===== config.mk =====
export PLATFORM = sky130hd
export DESIGN_NAME = subword_scheduler_flat
export DESIGN_NICKNAME = d
export VERILOG_FILES = /design/src/rtl/subword_scheduler_if.sv /design/src/rtl/subword_scheduler.sv /design/src/flat_wrapper.sv
export SDC_FILE = /design/constraint.sdc
export NUM_CORES = 1
export LEC_CHECK = 0
export BUFFER_PORTS_ARGS = -buffer_cell sky130_fd_sc_hd__buf_2
export CORE_MARGIN = 8
export CORE_UTILIZATION = 29
export CTS_CLUSTER_DIAMETER = 80
export DETAILED_ROUTE_END_ITERATION = 6
export SLEW_MARGIN = 25
export SYNTH_ARGS = -nofsm -noshare
export SYNTH_HDL_FRONTEND = slang
export SYNTH_SLANG_ARGS = --single-unit
export TNS_END_PERCENT = 1

===== constraint.sdc =====
create_clock -name i_clk -period 14.3 [get_ports i_clk]
set_input_delay 3.575 -clock i_clk [delete_from_list [all_inputs] [get_ports i_clk]]
set_output_delay 3.575 -clock i_clk [all_outputs]
set_load 0.02 [all_outputs]

===== src/rtl/subword_scheduler_if.sv =====
// Purpose: bundles the key, state and S-box lane signals of subword_scheduler.
// Latency: none. This file only groups wires.
// Backpressure: req/gnt handshakes with requesters; the S-box lanes have fixed latency and no stall.
// Ports: key request/grant/result, state request/grant/result, shared S-box issue and return words.
interface subword_scheduler_if;
    logic         i_kx_req;
    logic [31:0]  i_kx_word;
    logic         o_kx_gnt;
    logic         o_kx_valid;
    logic [31:0]  o_kx_dout;

    logic         i_st_req;
    logic         i_st_inv;
    logic [127:0] i_st_din;
    logic         o_st_gnt;
    logic         o_st_valid;
    logic [127:0] o_st_dout;

    logic [31:0]  o_sw_din;
    logic         o_sw_issue;
    logic [31:0]  i_sw_fwd_dout;
    logic [31:0]  i_sw_inv_dout;

    // Scheduler side
    modport slave (
        input  i_kx_req, i_kx_word, i_st_req, i_st_inv, i_st_din,
               i_sw_fwd_dout, i_sw_inv_dout,
        output o_kx_gnt, o_kx_valid, o_kx_dout, o_st_gnt, o_st_valid, o_st_dout,
               o_sw_din, o_sw_issue
    );

    // Requester / S-box side
    modport master (
        output i_kx_req, i_kx_word, i_st_req, i_st_inv, i_st_din,
               i_sw_fwd_dout, i_sw_inv_dout,
        input  o_kx_gnt, o_kx_valid, o_kx_dout, o_st_gnt, o_st_valid, o_st_dout,
               o_sw_din, o_sw_issue
    );
endinterface


===== src/rtl/subword_scheduler.sv =====
// Purpose: shares one 32-bit SubWords unit between key expansion (1 word) and the round state (4 words).
// Latency: key grant T -> o_kx_valid T+2+SBOX_LAT; state grant T -> o_st_valid T+5+SBOX_LAT.
// Backpressure: requests are held until a one-cycle grant, which is issued only in IDLE. Results never stall.
// Ports: i_clk, i_rst (async, active high), bus (subword_scheduler_if.slave).
module subword_scheduler #(
    parameter int SBOX_LAT = 1
) (
    input  logic                i_clk,
    input  logic                i_rst,
    subword_scheduler_if.slave  bus
);

    typedef enum logic [2:0] {
        IDLE = 3'd0,
        KEY  = 3'd1,
        S0   = 3'd2,
        S1   = 3'd3,
        S2   = 3'd4,
        S3   = 3'd5
    } state_t;

    // Travels alongside each issued word so its result can be routed back.
    typedef struct packed {
        logic       vld;
        logic       own_st;  // 1 = state job, 0 = key job
        logic       inv;
        logic [1:0] idx;     // word index within the state, 0 = bits [127:96]
    } tag_t;

    state_t             state_q, state_d;
    logic               last_st_q, last_st_d;   // 1 = state was served last
    logic [95:0]        in_q, in_d;             // words 1..3 of the latched state
    logic               inv_q, inv_d;
    logic [31:0]        sw_din_q, sw_din_d;
    logic               sw_issue_q, sw_issue_d;
    tag_t               iss_tag_q, iss_tag_d;
    tag_t               tag_q [SBOX_LAT];
    tag_t               tag_d [SBOX_LAT];
    logic [3:0][31:0]   asm_q, asm_d;
    logic [31:0]        kx_dout_q, kx_dout_d;
    logic               kx_valid_q, kx_valid_d;
    logic [127:0]       st_dout_q, st_dout_d;
    logic               st_valid_q, st_valid_d;

    logic               kx_gnt, st_gnt;
    tag_t               ex;
    logic [31:0]        res;

    // Tie-break: key wins unless the key was served last. Grants are held low during reset.
    assign kx_gnt = (state_q == IDLE) && !i_rst && bus.i_kx_req &&
                    (!bus.i_st_req || last_st_q);
    assign st_gnt = (state_q == IDLE) && !i_rst && bus.i_st_req &&
                    (!bus.i_kx_req || !last_st_q);

    assign ex  = tag_q[SBOX_LAT-1];
    assign res = ex.inv ? bus.i_sw_inv_dout : bus.i_sw_fwd_dout;

    // Issue side. Word 0 of each job is driven directly from the grant cycle
    // inputs, so the issue register is loaded one cycle ahead of the FSM state
    // that names it.
    always_comb begin
        state_d    = state_q;
        last_st_d  = last_st_q;
        in_d       = in_q;
        inv_d      = inv_q;
        sw_din_d   = 32'd0;
        sw_issue_d = 1'b0;
        iss_tag_d  = '0;
        case (state_q)
            IDLE: begin
                if (kx_gnt) begin
                    state_d    = KEY;
                    last_st_d  = 1'b0;
                    sw_din_d   = bus.i_kx_word;
                    sw_issue_d = 1'b1;
                    iss_tag_d  = '{vld: 1'b1, own_st: 1'b0, inv: 1'b0, idx: 2'd0};
                end else if (st_gnt) begin
                    state_d    = S0;
                    last_st_d  = 1'b1;
                    in_d       = bus.i_st_din[95:0];
                    inv_d      = bus.i_st_inv;
                    sw_din_d   = bus.i_st_din[127:96];
                    sw_issue_d = 1'b1;
                    iss_tag_d  = '{vld: 1'b1, own_st: 1'b1, inv: bus.i_st_inv, idx: 2'd0};
                end
            end
            KEY: state_d = IDLE;
            S0: begin
                state_d    = S1;
                sw_din_d   = in_q[95:64];
                sw_issue_d = 1'b1;
                iss_tag_d  = '{vld: 1'b1, own_st: 1'b1, inv: inv_q, idx: 2'd1};
            end
            S1: begin
                state_d    = S2;
                sw_din_d   = in_q[63:32];
                sw_issue_d = 1'b1;
                iss_tag_d  = '{vld: 1'b1, own_st: 1'b1, inv: inv_q, idx: 2'd2};
            end
            S2: begin
                state_d    = S3;
                sw_din_d   = in_q[31:0];
                sw_issue_d = 1'b1;
                iss_tag_d  = '{vld: 1'b1, own_st: 1'b1, inv: inv_q, idx: 2'd3};
            end
            S3:      state_d = IDLE;
            default: state_d = IDLE;
        endcase
    end

    // The tag shift register lines each tag up with its S-box result.
    always_comb begin
        tag_d[0] = iss_tag_q;
        for (int i = 1; i < SBOX_LAT; i++) begin
            tag_d[i] = tag_q[i-1];
        end
    end

    // Return side. The delivered state is a separate register from the
    // assembly, so a following job cannot disturb a delivered result.
    always_comb begin
        asm_d      = asm_q;
        kx_dout_d  = kx_dout_q;
        kx_valid_d = 1'b0;
        st_dout_d  = st_dout_q;
        st_valid_d = 1'b0;
        if (ex.vld) begin
            if (!ex.own_st) begin
                kx_dout_d  = res;
                kx_valid_d = 1'b1;
            end else begin
                asm_d[ex.idx] = res;
                if (ex.idx == 2'd3) begin
                    st_dout_d  = {asm_q[0], asm_q[1], asm_q[2], res};
                    st_valid_d = 1'b1;
                end
            end
        end
    end

    always_ff @(posedge i_clk or posedge i_rst) begin
        if (i_rst) begin
            state_q    <= IDLE;
            last_st_q  <= 1'b1;
            in_q       <= '0;
            inv_q      <= 1'b0;
            sw_din_q   <= '0;
            sw_issue_q <= 1'b0;
            iss_tag_q  <= '0;
            for (int i = 0; i < SBOX_LAT; i++) begin
                tag_q[i] <= '0;
            end
            asm_q      <= '0;
            kx_dout_q  <= '0;
            kx_valid_q <= 1'b0;
            st_dout_q  <= '0;
            st_valid_q <= 1'b0;
        end else begin
            state_q    <= state_d;
            last_st_q  <= last_st_d;
            in_q       <= in_d;
            inv_q      <= inv_d;
            sw_din_q   <= sw_din_d;
            sw_issue_q <= sw_issue_d;
            iss_tag_q  <= iss_tag_d;
            for (int i = 0; i < SBOX_LAT; i++) begin
                tag_q[i] <= tag_d[i];
            end
            asm_q      <= asm_d;
            kx_dout_q  <= kx_dout_d;
            kx_valid_q <= kx_valid_d;
            st_dout_q  <= st_dout_d;
            st_valid_q <= st_valid_d;
        end
    end

    assign bus.o_kx_gnt   = kx_gnt;
    assign bus.o_st_gnt   = st_gnt;
    assign bus.o_kx_valid = kx_valid_q;
    assign bus.o_kx_dout  = kx_dout_q;
    assign bus.o_st_valid = st_valid_q;
    assign bus.o_st_dout  = st_dout_q;
    assign bus.o_sw_din   = sw_din_q;
    assign bus.o_sw_issue = sw_issue_q;

endmodule


===== src/flat_wrapper.sv =====
// flat-port wrapper written by rule: the top's interface ports become plain ports
module subword_scheduler_flat 
#(
    parameter int SBOX_LAT = 1
)
  (i_clk, i_rst, bus_i_kx_req, bus_i_kx_word, bus_i_st_req, bus_i_st_inv, bus_i_st_din, bus_i_sw_fwd_dout, bus_i_sw_inv_dout, bus_o_kx_gnt, bus_o_kx_valid, bus_o_kx_dout, bus_o_st_gnt, bus_o_st_valid, bus_o_st_dout, bus_o_sw_din, bus_o_sw_issue);
  subword_scheduler_if bus_i ();
  input  logic i_clk;
  input  logic i_rst;
  input wire logic [$bits(bus_i.i_kx_req)-1:0] bus_i_kx_req;
  input wire logic [$bits(bus_i.i_kx_word)-1:0] bus_i_kx_word;
  input wire logic [$bits(bus_i.i_st_req)-1:0] bus_i_st_req;
  input wire logic [$bits(bus_i.i_st_inv)-1:0] bus_i_st_inv;
  input wire logic [$bits(bus_i.i_st_din)-1:0] bus_i_st_din;
  input wire logic [$bits(bus_i.i_sw_fwd_dout)-1:0] bus_i_sw_fwd_dout;
  input wire logic [$bits(bus_i.i_sw_inv_dout)-1:0] bus_i_sw_inv_dout;
  output wire logic [$bits(bus_i.o_kx_gnt)-1:0] bus_o_kx_gnt;
  output wire logic [$bits(bus_i.o_kx_valid)-1:0] bus_o_kx_valid;
  output wire logic [$bits(bus_i.o_kx_dout)-1:0] bus_o_kx_dout;
  output wire logic [$bits(bus_i.o_st_gnt)-1:0] bus_o_st_gnt;
  output wire logic [$bits(bus_i.o_st_valid)-1:0] bus_o_st_valid;
  output wire logic [$bits(bus_i.o_st_dout)-1:0] bus_o_st_dout;
  output wire logic [$bits(bus_i.o_sw_din)-1:0] bus_o_sw_din;
  output wire logic [$bits(bus_i.o_sw_issue)-1:0] bus_o_sw_issue;
  assign bus_i.i_kx_req = bus_i_kx_req;
  assign bus_i.i_kx_word = bus_i_kx_word;
  assign bus_i.i_st_req = bus_i_st_req;
  assign bus_i.i_st_inv = bus_i_st_inv;
  assign bus_i.i_st_din = bus_i_st_din;
  assign bus_i.i_sw_fwd_dout = bus_i_sw_fwd_dout;
  assign bus_i.i_sw_inv_dout = bus_i_sw_inv_dout;
  assign bus_o_kx_gnt = bus_i.o_kx_gnt;
  assign bus_o_kx_valid = bus_i.o_kx_valid;
  assign bus_o_kx_dout = bus_i.o_kx_dout;
  assign bus_o_st_gnt = bus_i.o_st_gnt;
  assign bus_o_st_valid = bus_i.o_st_valid;
  assign bus_o_st_dout = bus_i.o_st_dout;
  assign bus_o_sw_din = bus_i.o_sw_din;
  assign bus_o_sw_issue = bus_i.o_sw_issue;
  subword_scheduler #(.SBOX_LAT(SBOX_LAT)) u_core (.i_clk(i_clk), .i_rst(i_rst), .bus(bus_i));
endmodule

==> metrics.csv, run 1 <==
stage;metric;value;unit
run_status;outcome;complete, no violations;
sta;timing.slew.headroom;0.317;
cts;ctsResizeCount;0;
cts;clk_pin_slew;0.06;ns
global_routing;grt_pass1_wl;77.6;mm
synthesis;main_combinational_cell_family_by_area_after_synthesis;simple AND/OR/NAND/NOR gates;
synthesis;post_synth.cell_area_avg;11.3;um2
cts;clock_tree.buffer_depth;3;
sta;hold_viol;0;
synthesis;post-synth-top-area-cell;sky130_fd_sc_hd__dfrtp_1;
pwr;static-leakage-power;10.3;nW
worst_hold_path;timing.hold.worst.class;flip-flop to flip-flop;
floorplan;die-area;63900;um2
drt;wl_met3;4.36;mm
worst_setup_path;regToRegEndpoint;u_core.in_q[93];
cts;clock_latency_late_sink;0.58;ns
cts;root_buffer;sky130_fd_sc_hd__clkbuf_16;
worst_hold_path;whs_endpoint;u_core.ex[4];
floorplan;effective_utilization_at_floorplan;0.291;
synthesis;syn_inst;1437;
final_layout;synthToLayoutAreaGrowth;26.5;%
final_layout;final_net_count;2060;
synthesis;synth-compound-area-share;0.101;
drt;dr.max_layer_used;met5;
place;place.detailed.instances;2537;
final_layout;layout.cells.most_common_list;sky130_fd_sc_hd__buf_2 (425), sky130_fd_sc_hd__nand2_1 (418), sky130_fd_sc_hd__dfrtp_1 (400), sky130_fd_sc_hd__o21ai_0 (128), sky130_fd_sc_hd__mux2_4 (97);
sta;final_min_period_over_clock_period;0.618;
sta;maxClockFrequency;113;MHz
final_layout;num-fill-cells;5646;
sta;hold-worst-slack;0.344;ns
drt;routed-via-count;12089;
cts;clock_sinks;402;
synthesis;total_of_flip_flops_plus_latches_after_synthesis;402;
drt;drt.antenna.violating_nets;0;
synthesis;yosysUniqueCellTypes;34;
drt;wl_met1;21.7;mm
place;io_buffers;425;
synthesis;syn_area;16300;um2
global_routing;grt_remaining_overflow;0;
sta;worst_slew_pin_slew;1.02;ns
global_routing;grt_max_degree;167;
floorplan;horiz_die_dim;253;um
cts;post_cts_hold_buffer_count;0;
synthesis;synthMuxAreaShare;0.109;
drt;met2_length;23.2;mm
sta;clock-skew-final;0.0205;ns
global_routing;vias_in_the_first_global_route;12755;
sta;grt_setup_unrepaired;false;
final_layout;final_layout_size_suffix_gt1_frac;0.339;
worst_setup_path;reg2reg_depth;5;
synthesis;yosys.area_share.simple;0.133;
drt;route.final.wire_length;50.6;mm
sta;finalWorstPathRequiredPeriod;8.83;ns
global_routing;overall_fraction_of_global_route_tracks_in_use;0.154;
synthesis;synthXorXnorAreaFrac;0.000539;
worst_setup_path;reg2reg_setup_slack;11.00;ns
drt;routed_wire_length_per_instance;19.2;um
synthesis;mappedNetlistNets;1666;
job;cap_violations;0;
worst_setup_path;r2r-start;u_core.state_q[2];
worst_setup_path;worstPathMaxFanout;47;
synthesis;synth.area.top_cells;sky130_fd_sc_hd__dfrtp_1 (62%), sky130_fd_sc_hd__nand2_1 (9.6%), sky130_fd_sc_hd__mux2_4 (9.0%);
worst_setup_path;worst-endpoint-required;10.72;ns
synthesis;yosysTopAreaCellShare;0.617;
cts;clock_tree_from_tritoncts;built;
sta;timing.final.max_slew_violations;0;
final_layout;layout.cells.most_common;sky130_fd_sc_hd__buf_2;
synthesis;synth_fa_ha_area_frac;0;
worst_setup_path;arrival;5.26;ns
synthesis;synth_edf_count;0;
worst_hold_path;hold_depth;0;
worst_setup_path;worst_setup_path_start_kind;input pin;
cts;h-tree-depth;2;
synthesis;synth-warning-count;0;
pwr;power_per_standard_cell_area;225;nW/um2
drt;firstDrtPassIters;5;
drt;drt_iter0_markers;695;
floorplan;dieHeight;253;um
global_routing;antenna_violations_before_repair;10;
drt;drc;0;
final_layout;instances_no_fill;2629;
worst_setup_path;setup.worst_path.end_class;output pin;
worst_setup_path;timing_worst_setup_path_type;input pin to output pin;
worst_hold_path;min-delay-start;u_core.iss_tag_q[4];
floorplan;core-area;56000;um2
place;hpwlAfterDp;35.3;mm
synthesis;yosys_most_used_dff;sky130_fd_sc_hd__dfrtp_1;
sta;setup_tns;0;ns
synthesis;synth-seq-area-share;0.619;
pwr;ir_drop;0.138;mV
sta;finalSetupViolations;0;
drt;post_drt_via_cell_ratio;4.60;
floorplan;ioPinCount;426;
floorplan;floorplan.rows;87;
cts;tritoncts.num_buffers;47;
place;gp_routability_congestion;0.895;
synthesis;async_flop_share;1.00;
cts;post_cts_buffers;0;
synthesized netlist by cell type (32+ instances only):
library cell / number
sky130_fd_sc_hd__nand2_1: 418
sky130_fd_sc_hd__dfrtp_1: 401
sky130_fd_sc_hd__o21ai_0: 128
sky130_fd_sc_hd__mux2_4: 97
sky130_fd_sc_hd__clkbuf_1: 62
sky130_fd_sc_hd__nor2_1: 37
sky130_fd_sc_hd__a21oi_1: 35
sky130_fd_sc_hd__nor2b_1: 33
sky130_fd_sc_hd__a22oi_1: 32
sky130_fd_sc_hd__a32oi_1: 32
sky130_fd_sc_hd__mux2i_1: 32
sky130_fd_sc_hd__nand3_1: 32
sky130_fd_sc_hd__o211ai_1: 32
worst max path at each step:
stage | start | end | slack [ns] | cells past startpoint
final | bus_i_kx_req | bus_o_st_gnt | 5.47 | 4
after global routing | bus_i_kx_req | bus_o_st_gnt | 5.38 | 4
after CTS | bus_i_kx_req | bus_o_st_gnt | 5.48 | 4
after detailed placement | bus_i_kx_req | bus_o_st_gnt | 5.48 | 4
after global placement | bus_i_kx_req | bus_o_st_gnt | 5.52 | 4
after floorplan | i_rst | u_core.asm_q[0] | 5.31 | 1
cell families after synthesis:
logic type,count (synthesis)
AOI/OAI and AO/OA,268
muxes,129
xor gates and xnor gates,1
and+or+nand+nor,531
buffers and inverters,106
DFF,402
power breakdown:
group	internal [mW]	switching, mW	leakage, nW	total (mW)
Sequential	1.64	0.278	4.84	1.92
Combinational	0.614	0.894	4.72	1.51
Clock	0.712	0.499	0.780	1.21
per-layer routing:
| layer | GRT usage | vias up |
|---|---|---|
| met5 | 0 | - |
| met4 | 0.0447 | 12 |
| met3 | 0.0551 | 77 |
| met2 | 0.245 | 435 |
| met1 | 0.197 | 5892 |
| li1 | - | 5673 |
sequential cells by signal, summed over array words and instances, names as in the netlist, 3 cells and up:
signal                count
u_core.in_q              96
u_core.iss_tag_q          5
u_core.bus.o_sw_din      32
u_core.bus.o_kx_dout     32
u_core.asm_q             96
u_core.ex                 5
u_core.state_q            3
u_core.bus.o_st_dout    128
critical path: stages:
cell                       delay, ns
sky130_fd_sc_hd__buf_2          0.34
sky130_fd_sc_hd__a21boi_4       0.25
sky130_fd_sc_hd__and2_4         0.76
sky130_fd_sc_hd__buf_2          0.31
per-stage QoR:
stage                     setup WS (ns)  cell area [um2]  total power [mW]  utilization
final                              5.47            20600              4.64        0.368
after detailed placement           5.48            19000              3.46        0.339
after global placement             5.52            19000              3.42        0.339
after global routing               5.38            20600              4.94        0.368
after CTS                          5.48            20500              4.71        0.367
after floorplan                    5.31            16300              2.91            -
layout make-up:
cell class                 instances  area (um2)  share of cell area
sequential                       402       10100               0.489
timing repair buffer             447        2330               0.113
antenna                            3        7.51            0.000365
tap                              756         946              0.0460
clock inverter                    23         255              0.0124
inverter                           4        20.0            0.000973
multi-input combinational        929        5630               0.274
clock buffer                      65        1320              0.0643
Power figures use the tool's default switching activity.
==> inputs of run 2 (changes only) <==
Settings changed: ABC_AREA set to 1.
Clock period 14.3 ns to 7.5 ns, I/O delays scaled along.
==> run 2 against run 1 <==
Against the previous run:
- the run now ends with design-rule violations left
- die area grew 0.44%
- largest cell class unchanged
- via count grew 11%
- final cell count grew 15%
- utilization grew 0.18 points
- synthesized cell count grew 27%
- global-route usage shrank 0.15 points
- setup slack lost 3.5 ns
- register-to-register slack lost 6.4 ns
- routed wire length shrank 0.46%
==> metrics.csv, run 2 <==
stage;metric;value;unit;change
global_routing;grt_max_degree;105;;was 167
synthesis;yosysUniqueCellTypes;21;;was 34
drt;firstDrtPassIters;7;;was 5
synthesis;synth.area.top_cells;sky130_fd_sc_hd__dfrtp_1 (61%), sky130_fd_sc_hd__nand2_1 (12%), sky130_fd_sc_hd__o21ai_0 (5.0%);;was sky130_fd_sc_hd__dfrtp_1 (62%), sky130_fd_sc_hd__nand2_1 (9.6%), sky130_fd_sc_hd__mux2_4 (9.0%)
floorplan;effective_utilization_at_floorplan;0.291;;about the same
final_layout;synthToLayoutAreaGrowth;26.8;%;was 26.5%
pwr;ir_drop;0.196;mV;was 0.138 mV
drt;routed-via-count;13439;;was 12089
pwr;cell_internal_pwr;5.55;mW;was 2.97 mW
synthesis;yosys_most_used_dff;sky130_fd_sc_hd__dfrtp_1;;unchanged
pwr;seq_power_share;0.405;;was 0.414
final_layout;layout.cell_area.non_filler;20700;um2;was 20600 um2
synthesis;yosysTopAreaCellShare;0.614;;was 0.617
worst_setup_path;setup.worst_path.end_class;output pin;;unchanged
sta;final_min_period_over_clock_period;0.743;;
synthesis;syn_area;16300;um2;about the same
place;io_buffers;425;;unchanged
sta;timing.final.max_slew_violations;0;;unchanged
pwr;power.total;9.21;mW;was 4.64 mW
synthesis;synth-seq-area-share;0.616;;was 0.619
synthesis;synth-warning-count;0;;unchanged
pwr;static-leakage-power;10.5;nW;was 10.3 nW
global_routing;grt_pass1_wl;78.5;mm;was 77.6 mm
final_layout;final_layout_size_suffix_gt1_frac;0.255;;was 0.339
floorplan;dieHeight;253;um;about the same
sta;finalSetupViolations;0;;unchanged
final_layout;layout.cells.most_common;sky130_fd_sc_hd__nand2_1;;was sky130_fd_sc_hd__buf_2
sta;maxClockFrequency;179;MHz;
sta;hold-worst-slack;0.347;ns;was 0.344 ns
synthesis;mappedNetlistNets;2060;;was 1666
synthesis;post-synth-top-area-cell;sky130_fd_sc_hd__dfrtp_1;;unchanged
global_routing;grt_remaining_overflow;0;;unchanged
drt;drc;3;;was 0
cts;post_cts_hold_buffer_count;0;;unchanged
worst_hold_path;timing.hold.worst.class;flip-flop to flip-flop;;unchanged
drt;met2_length;23.8;mm;was 23.2 mm
place;preCtsSetupSlack;1.84;ns;was 5.48 ns
sta;clock-skew-final;0.0220;ns;was 0.0205 ns
sta;setup_slack;1.93;ns;was 5.47 ns
synthesis;async_flop_share;1.00;;unchanged
cts;clock_latency_late_sink;0.57;ns;was 0.58 ns
cts;post_cts_buffers;0;;unchanged
cts;clock_tree.buffer_depth;3;;unchanged
drt;route.final.wire_length;50.3;mm;was 50.6 mm
synthesis;syn_inst;1831;;was 1437
final_layout;layout.cells.most_common_list;sky130_fd_sc_hd__nand2_1 (525), sky130_fd_sc_hd__buf_2 (425), sky130_fd_sc_hd__dfrtp_1 (400), sky130_fd_sc_hd__inv_1 (199), sky130_fd_sc_hd__nor2_1 (161);;was sky130_fd_sc_hd__buf_2 (425), sky130_fd_sc_hd__nand2_1 (418), sky130_fd_sc_hd__dfrtp_1 (400), sky130_fd_sc_hd__o21ai_0 (128), sky130_fd_sc_hd__mux2_4 (97)
worst_setup_path;timing_worst_setup_path_type;input pin to output pin;;unchanged
final_layout;finish.utilization;0.370;;was 0.368
final_layout;number_of_flip_flops_under_the_largest_register_name;128;;unchanged
place;hpwlAfterDp;35.3;mm;about the same
sta;finalWorstPathRequiredPeriod;5.57;ns;
final_layout;instances_no_fill;3016;;was 2629
run_status;violations;design-rule violations;;
pwr;switching_share;0.397;;was 0.360
pwr;power.combinational.fraction;0.356;;was 0.325
cts;root_buffer;sky130_fd_sc_hd__clkbuf_16;;unchanged
synthesis;total_of_flip_flops_plus_latches_after_synthesis;402;;unchanged
pwr;power_per_standard_cell_area;445;nW/um2;was 225 nW/um2
pwr;power.share.clock;0.238;;was 0.261
drt;wl_met1;21.0;mm;was 21.7 mm
global_routing;overall_fraction_of_global_route_tracks_in_use;0.153;;was 0.154
drt;wl_met3;4.41;mm;was 4.36 mm
drt;drt.antenna.violating_nets;0;;unchanged
job;cap_violations;0;;unchanged
final_layout;num-fill-cells;5760;;was 5646
sta;worst_slew_pin_slew;1.03;ns;was 1.02 ns
floorplan;core-area;56100;um2;was 56000 um2
worst_setup_path;worstPathMaxFanout;40;;was 47
synthesis;post_synth.cell_area_avg;8.92;um2;was 11.3 um2
sta;grt_setup_unrepaired;false;;unchanged
drt;drt_iter0_markers;864;;was 695
drt;dr.max_layer_used;met5;;unchanged
drt;post_drt_via_cell_ratio;4.46;;was 4.60
cts;clock_tree_from_tritoncts;built;;unchanged
worst_setup_path;worst-endpoint-required;5.62;ns;was 10.72 ns
floorplan;floorplan.rows;87;;unchanged
sta;setup_tns;0;ns;unchanged
cts;clk_pin_slew;0.05;ns;was 0.06 ns
cts;ctsResizeCount;0;;unchanged
floorplan;die-area;64200;um2;was 63900 um2
global_routing;vias_in_the_first_global_route;13882;;was 12755
global_routing;antenna_violations_before_repair;3;;was 10
pwr;switching_power;3.66;mW;was 1.67 mW
drt;routed_wire_length_per_instance;16.7;um;was 19.2 um
cts;clock_sinks;402;;unchanged
floorplan;horiz_die_dim;253;um;about the same
sta;timing.slew.headroom;0.308;;was 0.317
place;gp_routability_congestion;0.844;;was 0.895
place;place.detailed.instances;2932;;was 2537
place;place_area;19200;um2;was 19000 um2
floorplan;ioPinCount;426;;unchanged
cts;h-tree-depth;2;;unchanged
final_layout;final_net_count;2455;;was 2060
synthesis;synth_most_common_cell;sky130_fd_sc_hd__nand2_1;;unchanged
run_status;outcome;finished, violations left;;was complete, no violations
synthesis;synth_edf_count;0;;unchanged
synthesis;post_synth_most_frequent_cells;sky130_fd_sc_hd__nand2_1 (525), sky130_fd_sc_hd__dfrtp_1 (401), sky130_fd_sc_hd__inv_1 (201), sky130_fd_sc_hd__nor2_1 (162), sky130_fd_sc_hd__o21ai_0 (162);;was sky130_fd_sc_hd__nand2_1 (418), sky130_fd_sc_hd__dfrtp_1 (401), sky130_fd_sc_hd__o21ai_0 (128), sky130_fd_sc_hd__mux2_4 (97), sky130_fd_sc_hd__clkbuf_1 (62)
worst_setup_path;arrival;3.70;ns;was 5.26 ns
worst_setup_path;worst_setup_path_start_kind;input pin;;unchanged
sta;hold_viol;0;;unchanged
cts;tritoncts.num_buffers;46;;was 47
==> run 2: cell count changes after synthesis, sizes merged, moves of 33 or more <==
cell	before	now
inv	4	204
nor2	37	164
nand2	418	526
nand3	32	101
mux2	97	32
a21oi	35	97
o21ai	128	162
nor2b	33	0
==> run 2: worst paths after layout <==
path | from | endpoint | slack (ns) | cells after the start
setup reg to reg | u_core.ex[3] | u_core.bus.o_st_dout[5] | 4.63 | 5
hold / removal | u_core.iss_tag_q[3] | u_core.ex[3] | 0.35 | 0
hold reg to reg | u_core.iss_tag_q[3] | u_core.ex[3] | 0.35 | 0
max in group asynchronous | i_rst | u_core.asm_q[88] | 4.12 | 4
min in group asynchronous | i_rst | u_core.bus.o_st_dout[65] | 1.47 | 2
setup / recovery | i_rst | bus_o_st_gnt | 1.93 | 7
==> run 2: cells by family (layout without fill, tap and decap cells) <==
group,count (synthesis),in the layout,synth area share
AOI/OAI and AO/OA,260,260,0.0798
buffers and inverters,310,737,0.0773
DFF,402,402,0.616
muxes,32,32,0.0221
other,0,2,0
and+or+nand+nor,827,827,0.205
==> run 2: cell type report <==
class / instances / area (um2) / share of cell area
well taps: 756 / 946 / 0.0457
clock buffers: 57 / 1240 / 0.0600
clock inverters: 23 / 239 / 0.0115
multi-input cells: 1119 / 5070 / 0.245
diodes: 2 / 5.00 / 0.000242
flip-flops and latches: 402 / 10100 / 0.486
repair buffers: 453 / 2390 / 0.115
inverters: 204 / 769 / 0.0371
==> run 2: critical path, stage by stage <==
cell and delay, ns:
sky130_fd_sc_hd__buf_2 0.10, sky130_fd_sc_hd__clkinvlp_4 0.67, sky130_fd_sc_hd__nand3_2 0.35, sky130_fd_sc_hd__inv_2 0.33, sky130_fd_sc_hd__nand2_4 0.16, sky130_fd_sc_hd__inv_2 0.04
sky130_fd_sc_hd__buf_2 0.15
==> run 2: metal layers <==
layer | vias up | track usage
li1 | 6517 | -
met1 | 6379 | 0.194
met2 | 461 | 0.251
met3 | 80 | 0.0473
met4 | 2 | 0.0390
met5 | - | 0
==> run 2: power groups by stage <==
stage / clock network [mW] / logic [mW] / registers (mW)
after floorplan: 0 / 1.52 / 4.24
after global placement: 0 / 3.26 / 3.73
after detailed placement: 0 / 3.32 / 3.76
after CTS: 2.27 / 3.34 / 3.74
after global routing: 2.36 / 3.66 / 3.85
final: 2.20 / 3.28 / 3.73
==> inputs of run 3 (changes only) <==
Settings changed: ABC_AREA 1 to 0.
Clock period 7.5 ns to 4.7 ns, I/O delays scaled along.
==> run 3 against run 2 <==
Against the previous run:
- the flow now finishes without violations
- hold slack worse by 0.0011 ns
- routed wire length up 1.5%
- design area fell by 0.46%
==> metrics.csv, run 3 (synthesis gave the netlist of run 1 again) <==
stage;metric;value;unit;change
global_routing;global_route.usage.met1;0.196;;was 0.194
sta;worst_slew_pin_slew;0.933;ns;was 1.03 ns
cts;clock_latency_late_sink;0.57;ns;about the same
global_routing;grt_max_degree;100;;was 105
worst_hold_path;hold_depth;0;;unchanged
worst_setup_path;reg2reg_depth;4;;was 5
drt;route.final.wire_length;51.1;mm;was 50.3 mm
drt;drt.antenna.violating_nets;0;;unchanged
drt;post_drt_via_cell_ratio;4.67;;was 4.46
worst_setup_path;critPathMaxStageDelay;0.23;ns;was 0.67 ns
cts;h-tree-depth;2;;unchanged
sta;finalWorstPathRequiredPeriod;3.12;ns;
global_routing;groute.layer.met2.usage;0.254;;was 0.251
floorplan;core-area;56000;um2;was 56100 um2
worst_hold_path;min-delay-start;u_core.iss_tag_q[1];;was u_core.iss_tag_q[3]
floorplan;dieHeight;253;um;about the same
drt;firstDrtPassIters;4;;was 7
global_routing;grtUsageMet3;0.0498;;was 0.0473
cts;post_cts_buffers;0;;unchanged
final_layout;number_of_flip_flops_under_the_largest_register_name;128;;unchanged
worst_setup_path;crit_path_frequent_cell;sky130_fd_sc_hd__buf_2;;
floorplan;effective_utilization_at_floorplan;0.291;;about the same
cts;tritoncts.num_buffers;46;;unchanged
global_routing;vias_in_the_first_global_route;12955;;was 13882
drt;drt_iter0_markers;735;;was 864
place;hpwlAfterDp;36.3;mm;was 35.3 mm
final_layout;finish.utilization;0.369;;was 0.370
cts;root_buffer;sky130_fd_sc_hd__clkbuf_16;;unchanged
final_layout;layout.cells.most_common_list;sky130_fd_sc_hd__buf_2 (425), sky130_fd_sc_hd__nand2_1 (418), sky130_fd_sc_hd__dfrtp_1 (400), sky130_fd_sc_hd__o21ai_0 (128), sky130_fd_sc_hd__mux2_4 (97);;was sky130_fd_sc_hd__nand2_1 (525), sky130_fd_sc_hd__buf_2 (425), sky130_fd_sc_hd__dfrtp_1 (400), sky130_fd_sc_hd__inv_1 (199), sky130_fd_sc_hd__nor2_1 (161)
cts;post_cts_hold_buffer_count;0;;unchanged
worst_setup_path;critical-path-slowest-cell;sky130_fd_sc_hd__and2_4;;was sky130_fd_sc_hd__clkinvlp_4
worst_setup_path;r2r-start;u_core.ex[0];;was u_core.ex[3]
drt;routed_wire_length_per_instance;19.4;um;was 16.7 um
worst_hold_path;whs_endpoint;u_core.ex[1];;was u_core.ex[3]
worst_setup_path;arrival;1.95;ns;was 3.70 ns
drt;routed-via-count;12277;;was 13439
global_routing;grt.busiest_layer;met2;;unchanged
worst_setup_path;reg2reg_setup_slack;2.23;ns;was 4.63 ns
sta;final_min_period_over_clock_period;0.664;;
job;cap_violations;0;;unchanged
sta;grt_setup_unrepaired;false;;unchanged
drt;drc;0;;was 3
worst_setup_path;regToRegEndpoint;u_core.bus.o_st_dout[21];;was u_core.bus.o_st_dout[5]
run_status;outcome;complete, no violations;;was finished, violations left
pwr;cell_internal_pwr;8.98;mW;was 5.55 mW
global_routing;grt_remaining_overflow;0;;unchanged
cts;clock_sinks;402;;unchanged
global_routing;antenna_violations_before_repair;5;;was 3
place;gp_routability_congestion;0.890;;was 0.844
pwr;switching_power;5.03;mW;was 3.66 mW
floorplan;floorplan.rows;87;;unchanged
worst_setup_path;critical_path.cell_chain;buf_2 > nor4_4 > and2_4 > buf_2;;was buf_2 > clkinvlp_4 > nand3_2 > inv_2 > nand2_4 > inv_2 > buf_2
worst_setup_path;worst_setup_path_start_kind;input pin;;unchanged
pwr;static-leakage-power;10.4;nW;was 10.5 nW
cts;clock_tree.buffer_depth;3;;unchanged
final_layout;final_layout_size_suffix_gt1_frac;0.342;;was 0.255
final_layout;layout.cells.most_common;sky130_fd_sc_hd__buf_2;;was sky130_fd_sc_hd__nand2_1
place;io_buffers;425;;unchanged
cts;clk_pin_slew;0.05;ns;about the same
pwr;power_per_standard_cell_area;680;nW/um2;was 445 nW/um2
sta;hold_viol;0;;unchanged
sta;maxClockFrequency;320;MHz;
pwr;switching_share;0.359;;was 0.397
cts;ctsResizeCount;0;;unchanged
sta;timing.final.max_slew_violations;0;;unchanged
worst_setup_path;worst-endpoint-required;3.52;ns;was 5.62 ns
sta;hold-worst-slack;0.346;ns;was 0.347 ns
sta;timing.slew.headroom;0.378;;was 0.308
final_layout;synthToLayoutAreaGrowth;26.8;%;about the same
floorplan;ioPinCount;426;;unchanged
sta;clock-skew-final;0.0268;ns;was 0.0220 ns
worst_hold_path;timing.hold.worst.class;flip-flop to flip-flop;;unchanged
worst_setup_path;setup.worst_path.end_class;output pin;;unchanged
pwr;power.share.clock;0.253;;was 0.238
final_layout;final_net_count;2068;;was 2455
global_routing;overall_fraction_of_global_route_tracks_in_use;0.155;;was 0.153
pwr;seq_power_share;0.421;;was 0.405
cts;clock_tree_from_tritoncts;built;;unchanged
floorplan;horiz_die_dim;253;um;about the same
floorplan;die-area;63900;um2;was 64200 um2
pwr;power.combinational.fraction;0.326;;was 0.356
pwr;ir_drop;0.567;mV;was 0.196 mV
worst_setup_path;worstPathMaxFanout;4;;was 40
sta;finalSetupViolations;0;;unchanged
worst_setup_path;timing_worst_setup_path_type;input pin to output pin;;unchanged
global_routing;grt_pass1_wl;78.1;mm;was 78.5 mm
==> run 3: changes by cell type in the layout (fill, tap and decap cells not counted), sizes merged, moves of 5 or more <==
cell	before	now
inv	206	6
nor2	164	37
nand2	526	418
nand3	101	32
mux2	32	97
a21oi	97	35
o21ai	162	128
nor2b	0	33
a22oi	0	32
a32oi	0	32
mux2i	0	32
o211ai	0	32
nand4	32	1
clkbuf	57	62
==> run 3: critical path: cells and delay by family <==
family	cells	cell delay (ns)
and+or+nand+nor	2	0.45
buffers and inverters	2	0.32
==> run 3: how the worst max path moves through the flow <==
stage / slack, ns / cells past startpoint / to / startpoint
after floorplan: -1.89 / 1 / u_core.asm_q[0] / i_rst
after global placement: 1.62 / 4 / bus_o_st_gnt / i_rst
after detailed placement: 1.58 / 4 / bus_o_st_gnt / i_rst
after CTS: 1.58 / 4 / bus_o_st_gnt / i_rst
after global routing: 1.49 / 3 / bus_o_st_gnt / u_core.state_q[2]
final: 1.58 / 4 / bus_o_st_gnt / i_rst
==> run 3: power by group through the flow <==
| stage | Combinational (mW) | Clock [mW] | Sequential (mW) |
|---|---|---|---|
| 5_1_grt | 5.02 | 3.80 | 6.07 |
| 2_1_floorplan | 2.40 | 0 | 6.47 |
| 3_5_place_dp | 4.65 | 0 | 5.92 |
| 3_3_place_gp | 4.54 | 0 | 5.89 |
| 4_1_cts | 4.65 | 3.67 | 5.90 |
| 6_report | 4.57 | 3.54 | 5.90 |
==> run 3: cell type report <==
| cell class | instances | area, um2 |
|---|---|---|
| Inverter | 4 | 20.0 |
| Antenna cell | 1 | 2.50 |
| Clock inverter | 20 | 206 |
| Fill cell | 5665 | 35300 |
| Timing Repair Buffer | 456 | 2450 |
| Multi-Input combinational cell | 929 | 5640 |
| Tap cell | 756 | 946 |
| Sequential cell | 402 | 10100 |
| Clock buffer | 62 | 1300 |
==> run 3: metal layers <==
| layer | vias to the layer above | routed length (um) |
|---|---|---|
| li1 | 5670 | - |
| met1 | 6062 | 21600 |
| met2 | 461 | 23900 |
| met3 | 76 | 4300 |
| met4 | 8 | 1220 |
| met5 | - | 44 |
==> run 3: stage by stage <==
stage	TNS [ns]	setup WS (ns)	power (mW)	std cells	cell area [um2]
after global placement	0	1.62	10.4	2547	19100
after CTS	0	1.58	14.2	2629	20600
after floorplan	-757.46	-1.89	8.87	1437	16300
after detailed placement	0	1.58	10.6	2547	19100
final	0	1.58	14.0	2630	20600
after global routing	0	1.49	14.9	2630	20600
